<file path="src/rtl/csa_pipe.sv">
// csa_pipe: two-stage pipelined carry-select adder/subtractor with valid/ready flow control
//   Stage 1 precomputes every BLK-bit block for carry-in 0 and 1; stage 2 resolves
//   the block carry chain through select muxes and registers the result.
//   Optional build macro CSA_SAT_EN: signed-saturate sum on overflow (flags stay raw).
// Ports:
//   clk, rst_n               clock, synchronous active-low reset
//   in_valid, in_ready       operand handshake (in_ready combinational from out_ready)
//   a, b, cin, sub           operands; sub=1 computes a + ~b + 1 and ignores cin
//   out_valid, out_ready     result handshake
//   sum, cout, second_out    result, carry out of MSB, carry into MSB
//   ovf                      signed overflow, cout ^ second_out
module csa_pipe #(
  parameter int WIDTH = 16,
  parameter int BLK   = 4
) (
  input  logic             clk,
  input  logic             rst_n,
  input  logic             in_valid,
  output logic             in_ready,
  input  logic [WIDTH-1:0] a,
  input  logic [WIDTH-1:0] b,
  input  logic             cin,
  input  logic             sub,
  output logic             out_valid,
  input  logic             out_ready,
  output logic [WIDTH-1:0] sum,
  output logic             cout,
  output logic             second_out,
  output logic             ovf
);
  localparam int NB = WIDTH / BLK;
  // Ripple one block; returns {carry into block MSB, carry out, sum}.
  function automatic logic [BLK+1:0] blk_add(input logic [BLK-1:0] x, input logic [BLK-1:0] y, input logic ci);
    logic c, cm;
    logic [BLK-1:0] s;
    c = ci;
    cm = ci;
    s = '0;
    for (int i = 0; i < BLK; i++) begin
      cm = c;
      s[i] = x[i] ^ y[i] ^ c;
      c = (x[i] & y[i]) | (c & (x[i] ^ y[i]));
    end
    return {cm, c, s};
  endfunction
  logic             s1_valid, s1_adv, s2_adv, acc;
  logic [WIDTH-1:0] bb;
  logic             c0;
  logic [BLK+1:0]   x0, x1;
  logic [BLK:0]     n0 [NB];
  logic [BLK:0]     n1 [NB];
  logic [BLK:0]     r0 [NB];
  logic [BLK:0]     r1 [NB];
  logic             nm0, nm1, m0, m1;
  logic [BLK:0]     sel;
  logic             cy;
  logic [WIDTH-1:0] sum_n, res;
  logic             cout_n, sec_n, ovf_n;
  assign s2_adv   = out_ready | ~out_valid;
  assign s1_adv   = s1_valid & s2_adv;
  assign in_ready = ~s1_valid | s1_adv;
  assign acc      = in_valid & in_ready;
  // Stage 1: block 0 only ever sees the true carry-in c0, so both of its slots hold that result.
  always_comb begin
    bb = sub ? ~b : b;
    c0 = sub | cin;
    x0 = '0;
    x1 = '0;
    nm0 = 1'b0;
    nm1 = 1'b0;
    for (int k = 0; k < NB; k++) begin
      x0 = blk_add(a[k*BLK +: BLK], bb[k*BLK +: BLK], k == 0 ? c0 : 1'b0);
      x1 = blk_add(a[k*BLK +: BLK], bb[k*BLK +: BLK], k == 0 ? c0 : 1'b1);
      n0[k] = x0[BLK:0];
      n1[k] = x1[BLK:0];
      if (k == NB - 1) begin
        nm0 = x0[BLK+1];
        nm1 = x1[BLK+1];
      end
    end
  end
`ifdef CSA_SAT_EN
  logic a_msb;
  always_ff @(posedge clk)
    if (acc) a_msb <= a[WIDTH-1];
`endif
  always_ff @(posedge clk)
    if (acc) begin
      r0 <= n0;
      r1 <= n1;
      m0 <= nm0;
      m1 <= nm1;
    end
  // Stage 2: carry chain of select muxes; second_out comes from the MSB block's selected path.
  always_comb begin
    cy = 1'b0;
    sel = '0;
    sum_n = '0;
    sec_n = 1'b0;
    for (int k = 0; k < NB; k++) begin
      sel = cy ? r1[k] : r0[k];
      sum_n[k*BLK +: BLK] = sel[BLK-1:0];
      if (k == NB - 1) sec_n = cy ? m1 : m0;
      cy = sel[BLK];
    end
    cout_n = cy;
    ovf_n = cout_n ^ sec_n;
  end
`ifdef CSA_SAT_EN
  // On overflow the true result lies beyond the limit on the side of a's sign.
  assign res = ovf_n ? {a_msb, {(WIDTH-1){~a_msb}}} : sum_n;
`else
  assign res = sum_n;
`endif
  always_ff @(posedge clk)
    if (!rst_n) begin
      s1_valid   <= 1'b0;
      out_valid  <= 1'b0;
      sum        <= '0;
      cout       <= 1'b0;
      second_out <= 1'b0;
      ovf        <= 1'b0;
    end else begin
      s1_valid <= acc | (s1_valid & ~s1_adv);
      if (s2_adv) begin
        out_valid <= s1_valid;
        if (s1_valid) begin
          sum        <= res;
          cout       <= cout_n;
          second_out <= sec_n;
          ovf        <= ovf_n;
        end
      end
    end
endmodule

</file>
<file path="config.mk">
export PLATFORM = sky130hd
export DESIGN_NAME = csa_pipe
export DESIGN_NICKNAME = d
export VERILOG_FILES = /design/src/rtl/csa_pipe.sv
export SDC_FILE = /design/constraint.sdc
export NUM_CORES = 1
export LEC_CHECK = 0
export CAP_MARGIN = 0
export CORE_MARGIN = 10
export CORE_UTILIZATION = 45
export CTS_CLUSTER_DIAMETER = 60
export DETAILED_ROUTE_END_ITERATION = 16
export DONT_BUFFER_PORTS = 1
export GPL_TIMING_DRIVEN = 0
export PLACE_DENSITY = 0.67
export SETUP_SLACK_MARGIN = 0.1
export SYNTH_ARGS = -nofsm -noshare
export SYNTH_HDL_FRONTEND = slang
export SYNTH_SLANG_ARGS = --single-unit
</file>
<file path="constraint.sdc">
create_clock -name clk -period 2.84 [get_ports clk]
set_input_delay 0.426 -clock clk [delete_from_list [all_inputs] [get_ports clk]]
set_output_delay 0.426 -clock clk [all_outputs]
set_load 0.1 [all_outputs]
</file>
=== Yosys cells after proc, flatten, opt, wreduce, memory -nomap -nowiden ===
Cells that the tools add are included.

* Bits of input ports: 38
* Word-level logic and storage cells: 137
* Output and inout port bits: 21
* Bits in registers: 58

* Bitwise gates (word level): 116
* Reduce and logical (&&, ||, !) cells: 1
* Multiplexer cells: 5

{| class="wikitable"
|+ Operators by type and width
! kind !! number
|-
| bitwise AND 1 bit || 41
|-
| bitwise XOR 1 bit || 39
|-
| OR 1 bit || 29
|-
| 2-to-1 mux 16 bit || 1
|-
| inverter 16 bit || 1
|-
| 2-to-1 mux 5 bit || 3
|-
| inverter 1 bit || 6
|-
| AND reduction 2 bit || 1
|-
| 2-to-1 mux 1 bit || 1
|}

=== Depth between registers and ports, before layout ===
* Depth after elaboration: 11
* Mapped depth: 10
* Gate-level depth less buffers: 9

=== Worst setup path before layout ===
OpenSTA, ideal clock, no wires.

* Kind: register to register
* Start point: reg out_valid
* End point: reg m0, enable pin
* Data arrival time: 2.645 ns
* Library setup time: 0.429 ns
* Slack: -0.234 ns
* Buffers on the path: 0
* Required time: 2.411 ns
* Cell stages (with the launch flop): 4
* Period minus slack after synthesis: 3.074 ns
* Path through: dfxtp_1 > nor2b_1 > nand2_1 > and2_1

* Longest elaborated chain between the ends: 5

{| class="wikitable"
|+ RTL lines
! element !! RTL line !! source
|-
| from (decl) || 24 || <nowiki>output logic out_valid,</nowiki>
|-
| from (signal assigned) || 126 || <nowiki>out_valid <= s1_valid;</nowiki>
|-
| inverter 1 bit || 59 || <nowiki>assign s2_adv = out_ready | ~out_valid;</nowiki>
|-
| OR 1 bit || 59 ||
|-
| bitwise AND 1 bit || 60 || <nowiki>assign s1_adv = s1_valid & s2_adv;</nowiki>
|-
| OR 1 bit || 61 || <nowiki>assign in_ready = ~s1_valid | s1_adv;</nowiki>
|-
| named net in_ready || 19 || <nowiki>output logic in_ready,</nowiki>
|-
| bitwise AND 1 bit || 62 || <nowiki>assign acc = in_valid & in_ready;</nowiki>
|-
| named net acc || 46 || <nowiki>logic s1_valid, s1_adv, s2_adv, acc;</nowiki>
|-
| to (signal assigned) || 91 || <nowiki>m0 <= nm0;</nowiki>
|-
| to (decl) || 54 || <nowiki>logic nm0, nm1, m0, m1;</nowiki>
|}

The timed path passes the listed nets, and every way through them passes these cells.
A chain may end at the register's enable or synchronous reset.

==> metrics.log <==
INFO  metric status = completed
INFO  metric hold-worst-slack = about 240 ps
INFO  metric start_kind = primary input
INFO  metric root_buffer = sky130_fd_sc_hd__clkbuf_8
INFO  metric post_route_cells_drive_above_1_share = 9.13%
INFO  metric max_slew.worst_pin.slew = 1010 ps
INFO  metric slew_viol_final = 0
INFO  metric timing_worst_setup_path_type = primary input to flip-flop
INFO  metric worst_path_largest_cell_delay = between 400 and 500 ps
INFO  metric drt_first_pass_iters = 4
INFO  metric portBuffers = 0
INFO  metric wl = roughly 5.1 mm
INFO  metric synth_fp_nets = 291
INFO  metric largest_register_ffs = 20
INFO  metric count_of_pins_on_the_block_boundary = 59
INFO  metric routed_wire_length_per_instance = 16.1 um
INFO  metric arrival = approximately 2600 ps
INFO  metric final_estimated_routing_congestion_in_global_placement = 0.725
INFO  metric unrepaired_setup_endpoints_after_global_routing = no
INFO  metric post_cts.repair.setup_buffers = 0
INFO  metric timing.critical_path.to_type = flip-flop
INFO  metric critical_path_top_delay_cell = sky130_fd_sc_hd__fa_1
INFO  metric timing.hold.worst.class = primary input to flip-flop
INFO  metric top_regs = r0 x20, sum x16, r1 x15
INFO  metric track_usage = 10.7%
INFO  metric chipWidth = 101 um
INFO  metric detail_route.vias_per_cell = 4.79
INFO  metric number_of_maximum_capacitance_constraint_violations = 0
INFO  metric tritoncts = yes
INFO  metric worst_path_most_repeated_cell = sky130_fd_sc_hd__fa_1
INFO  metric drt-initial-drc-count = 50
INFO  metric layout-area-overhead-vs-synth = 9.91%
INFO  metric register_bit_count_reported_by_yosys = 58
INFO  metric power.ir.vdd_worst = roughly 0.33 mV
INFO  metric insertion_delay = 330 ps
INFO  metric die-area = 10,100 um^2
INFO  metric fp.coreArea = about 6300 um^2
INFO  metric report.final.setup_viol = 0
INFO  metric synth.cell_area = 2920 um^2
INFO  metric timing.critical_path.cells = clkbuf_4, buf_8, xnor2_1, fa_1, fa_2, fa_1, inv_1, fa_1
INFO  metric yosysSeqAreaShare = 52.5%
INFO  metric netlist_instances = 225
INFO  metric initial_standard_cell_utilization_of_the_core = 46.2%
INFO  metric grt.overflow.total = 0
INFO  metric synth_warnings = 0
INFO  metric cp_max_fo = 10
INFO  metric number_of_library_cell_types_mapped_by_synthesis = 24
INFO  metric timing.final.crit_share = 89.8%
INFO  metric critical_path.n_buffers_inverters = 3
INFO  metric finalCriticalPeriod = roughly 2600 ps
INFO  metric route.vias.total = roughly 1,500
INFO  metric cts_inserted_buffers = 9
INFO  metric register_area = 1530 um^2
INFO  metric first_pass_grt_wire_length = 7.99 mm
INFO  metric rows = 29
INFO  metric timing.critical_path.max_delay_family = adder cells
INFO  metric dieHeight = 101 um
INFO  metric final-hold-violation-count = 0
INFO  metric fillCellCount = around 600
INFO  metric num_antenna_cells = 0
INFO  metric post-layout-total-power = between 2000 and 2500 uW
INFO  metric clock_skew = 4.94 ps
INFO  metric ctsHtreeMaxLevel = 3
INFO  metric grt_max_degree = 38
INFO  metric clock-sinks = 58
INFO  metric drc_violation_count_after_routing = 0
INFO  metric post_route_ant_nets = 0
INFO  metric clk_pin_slew = about 60 ps
INFO  metric first_global_vias = 1,572
INFO  metric layout.core_utilization = 50.8%
INFO  metric clk_path_buf_depth = 2
INFO  metric p_leak = 0.00144 uW
INFO  metric place.detailed.hpwl = 3.88 mm
INFO  metric clock.fmax = 0.392 GHz
INFO  metric timing.slew.headroom = 32.5%
INFO  metric multiInputGateArea = about 1200 um^2
INFO  metric antenna_violations_before_repair = 0
INFO  metric p_per_area = 683 nW/um^2
INFO  metric largest_register = r0
INFO  metric post_synth.cell_area_avg = 13.0 um^2
INFO  metric worstPathRequired = 2910 ps
INFO  metric num-nets-final = 302
metrics by stage:
step,std cells,cell area (um^2),worst slack (ps),setup TNS (ps)
3_5_place_dp,302,3030,-44.9,-44.9
5_1_grt,318,3210,198,0
3_3_place_gp,302,3030,-18.3,-18.3
2_1_floorplan,225,2940,128,0
4_1_cts,318,3210,292,0
6_report,318,3210,288,0
logic make-up after synthesis:
group,Yosys count,share of synthesized area [%]
flops,58,52.5
compound gates,23,5.53
mux,20,7.72
simple gates,21,3.52
buf+inv,57,7.68
xor+xnor,18,5.40
fa+ha+maj,28,17.7
synth_stat cells:
| cell | count | area share (%) |
|---|---|---|
| sky130_fd_sc_hd__a21oi_1 | 7 | 1.2 |
| sky130_fd_sc_hd__and2_1 | 1 | 0.21 |
| sky130_fd_sc_hd__buf_1 | 2 | 0.26 |
| sky130_fd_sc_hd__buf_2 | 2 | 0.34 |
| sky130_fd_sc_hd__buf_6 | 1 | 0.39 |
| sky130_fd_sc_hd__clkbuf_1 | 4 | 0.51 |
| sky130_fd_sc_hd__dfxtp_1 | 21 | 14 |
| sky130_fd_sc_hd__edfxtp_1 | 37 | 38 |
| sky130_fd_sc_hd__fa_1 | 22 | 15 |
| sky130_fd_sc_hd__ha_1 | 6 | 2.6 |
| sky130_fd_sc_hd__inv_1 | 48 | 6.2 |
| sky130_fd_sc_hd__mux2i_1 | 18 | 6.2 |
| sky130_fd_sc_hd__mux2i_4 | 2 | 1.5 |
| sky130_fd_sc_hd__nand2_1 | 10 | 1.3 |
| sky130_fd_sc_hd__nand3_1 | 1 | 0.17 |
| sky130_fd_sc_hd__nand4_1 | 1 | 0.21 |
| sky130_fd_sc_hd__nor2_1 | 1 | 0.13 |
| sky130_fd_sc_hd__nor2b_1 | 7 | 1.5 |
| sky130_fd_sc_hd__o211a_1 | 8 | 2.7 |
| sky130_fd_sc_hd__o21a_1 | 1 | 0.26 |
| sky130_fd_sc_hd__o21ai_0 | 6 | 1.0 |
| sky130_fd_sc_hd__o221ai_1 | 1 | 0.30 |
| sky130_fd_sc_hd__xnor2_1 | 6 | 1.8 |
| sky130_fd_sc_hd__xor2_1 | 12 | 3.6 |
placed cells by master, fill, tap and decap left out, drive strengths merged:
cell and n:
inv 48, mux2i 20, xnor2 6, a21oi 7
o21ai 6, dfxtp 21, clkbuf 16, nand2 10
clkinv 4, ha 6, and2 1, o221ai 1
edfxtp 37, o21a 1, buf 5, o211a 8
nor2b 7, xor2 12, fa 22, nand4 1
nor2 1, nand3 1
report_power, final:
group          internal (uW)  switching [uW]
Clock                    355             300
Sequential              1030             202
Combinational            135             170
final cells by class:
cell class                 count  share of cell area [%]
multi-input combinational    110                    36.4
inverter                      48                    5.62
tap                           77                    3.00
buffer                         9                    1.79
clock inverter                 4                   0.546
sequential                    58                    47.8
clock buffer                  12                    4.84
per-layer routing:
metal | global-route usage (%) | routed length, um
met1 | 11.1 | 2010
met2 | 16.9 | 2580
met3 | 5.35 | 411
met4 | 6.52 | 107
met5 | 0 | 0
timing repair:
action / CTS / global route
gates resized for setup: 1 / 0
hold buffers: 0 / 0
endpoints found under the hold margin: 0 / 0
setup endpoints to repair: 37 / 0
path summary, 6_finish.rpt:
path	slack [ps]	end	from	cells past startpoint
max	290	r0[18]	sub	8
max reg2reg	310	r1[2]	out_valid	3
min reg2reg	500	sum[3]	r0[18]	2
min	240	s1_valid	rst_n	1
Note: power is estimated with default switching activity, not from simulation.
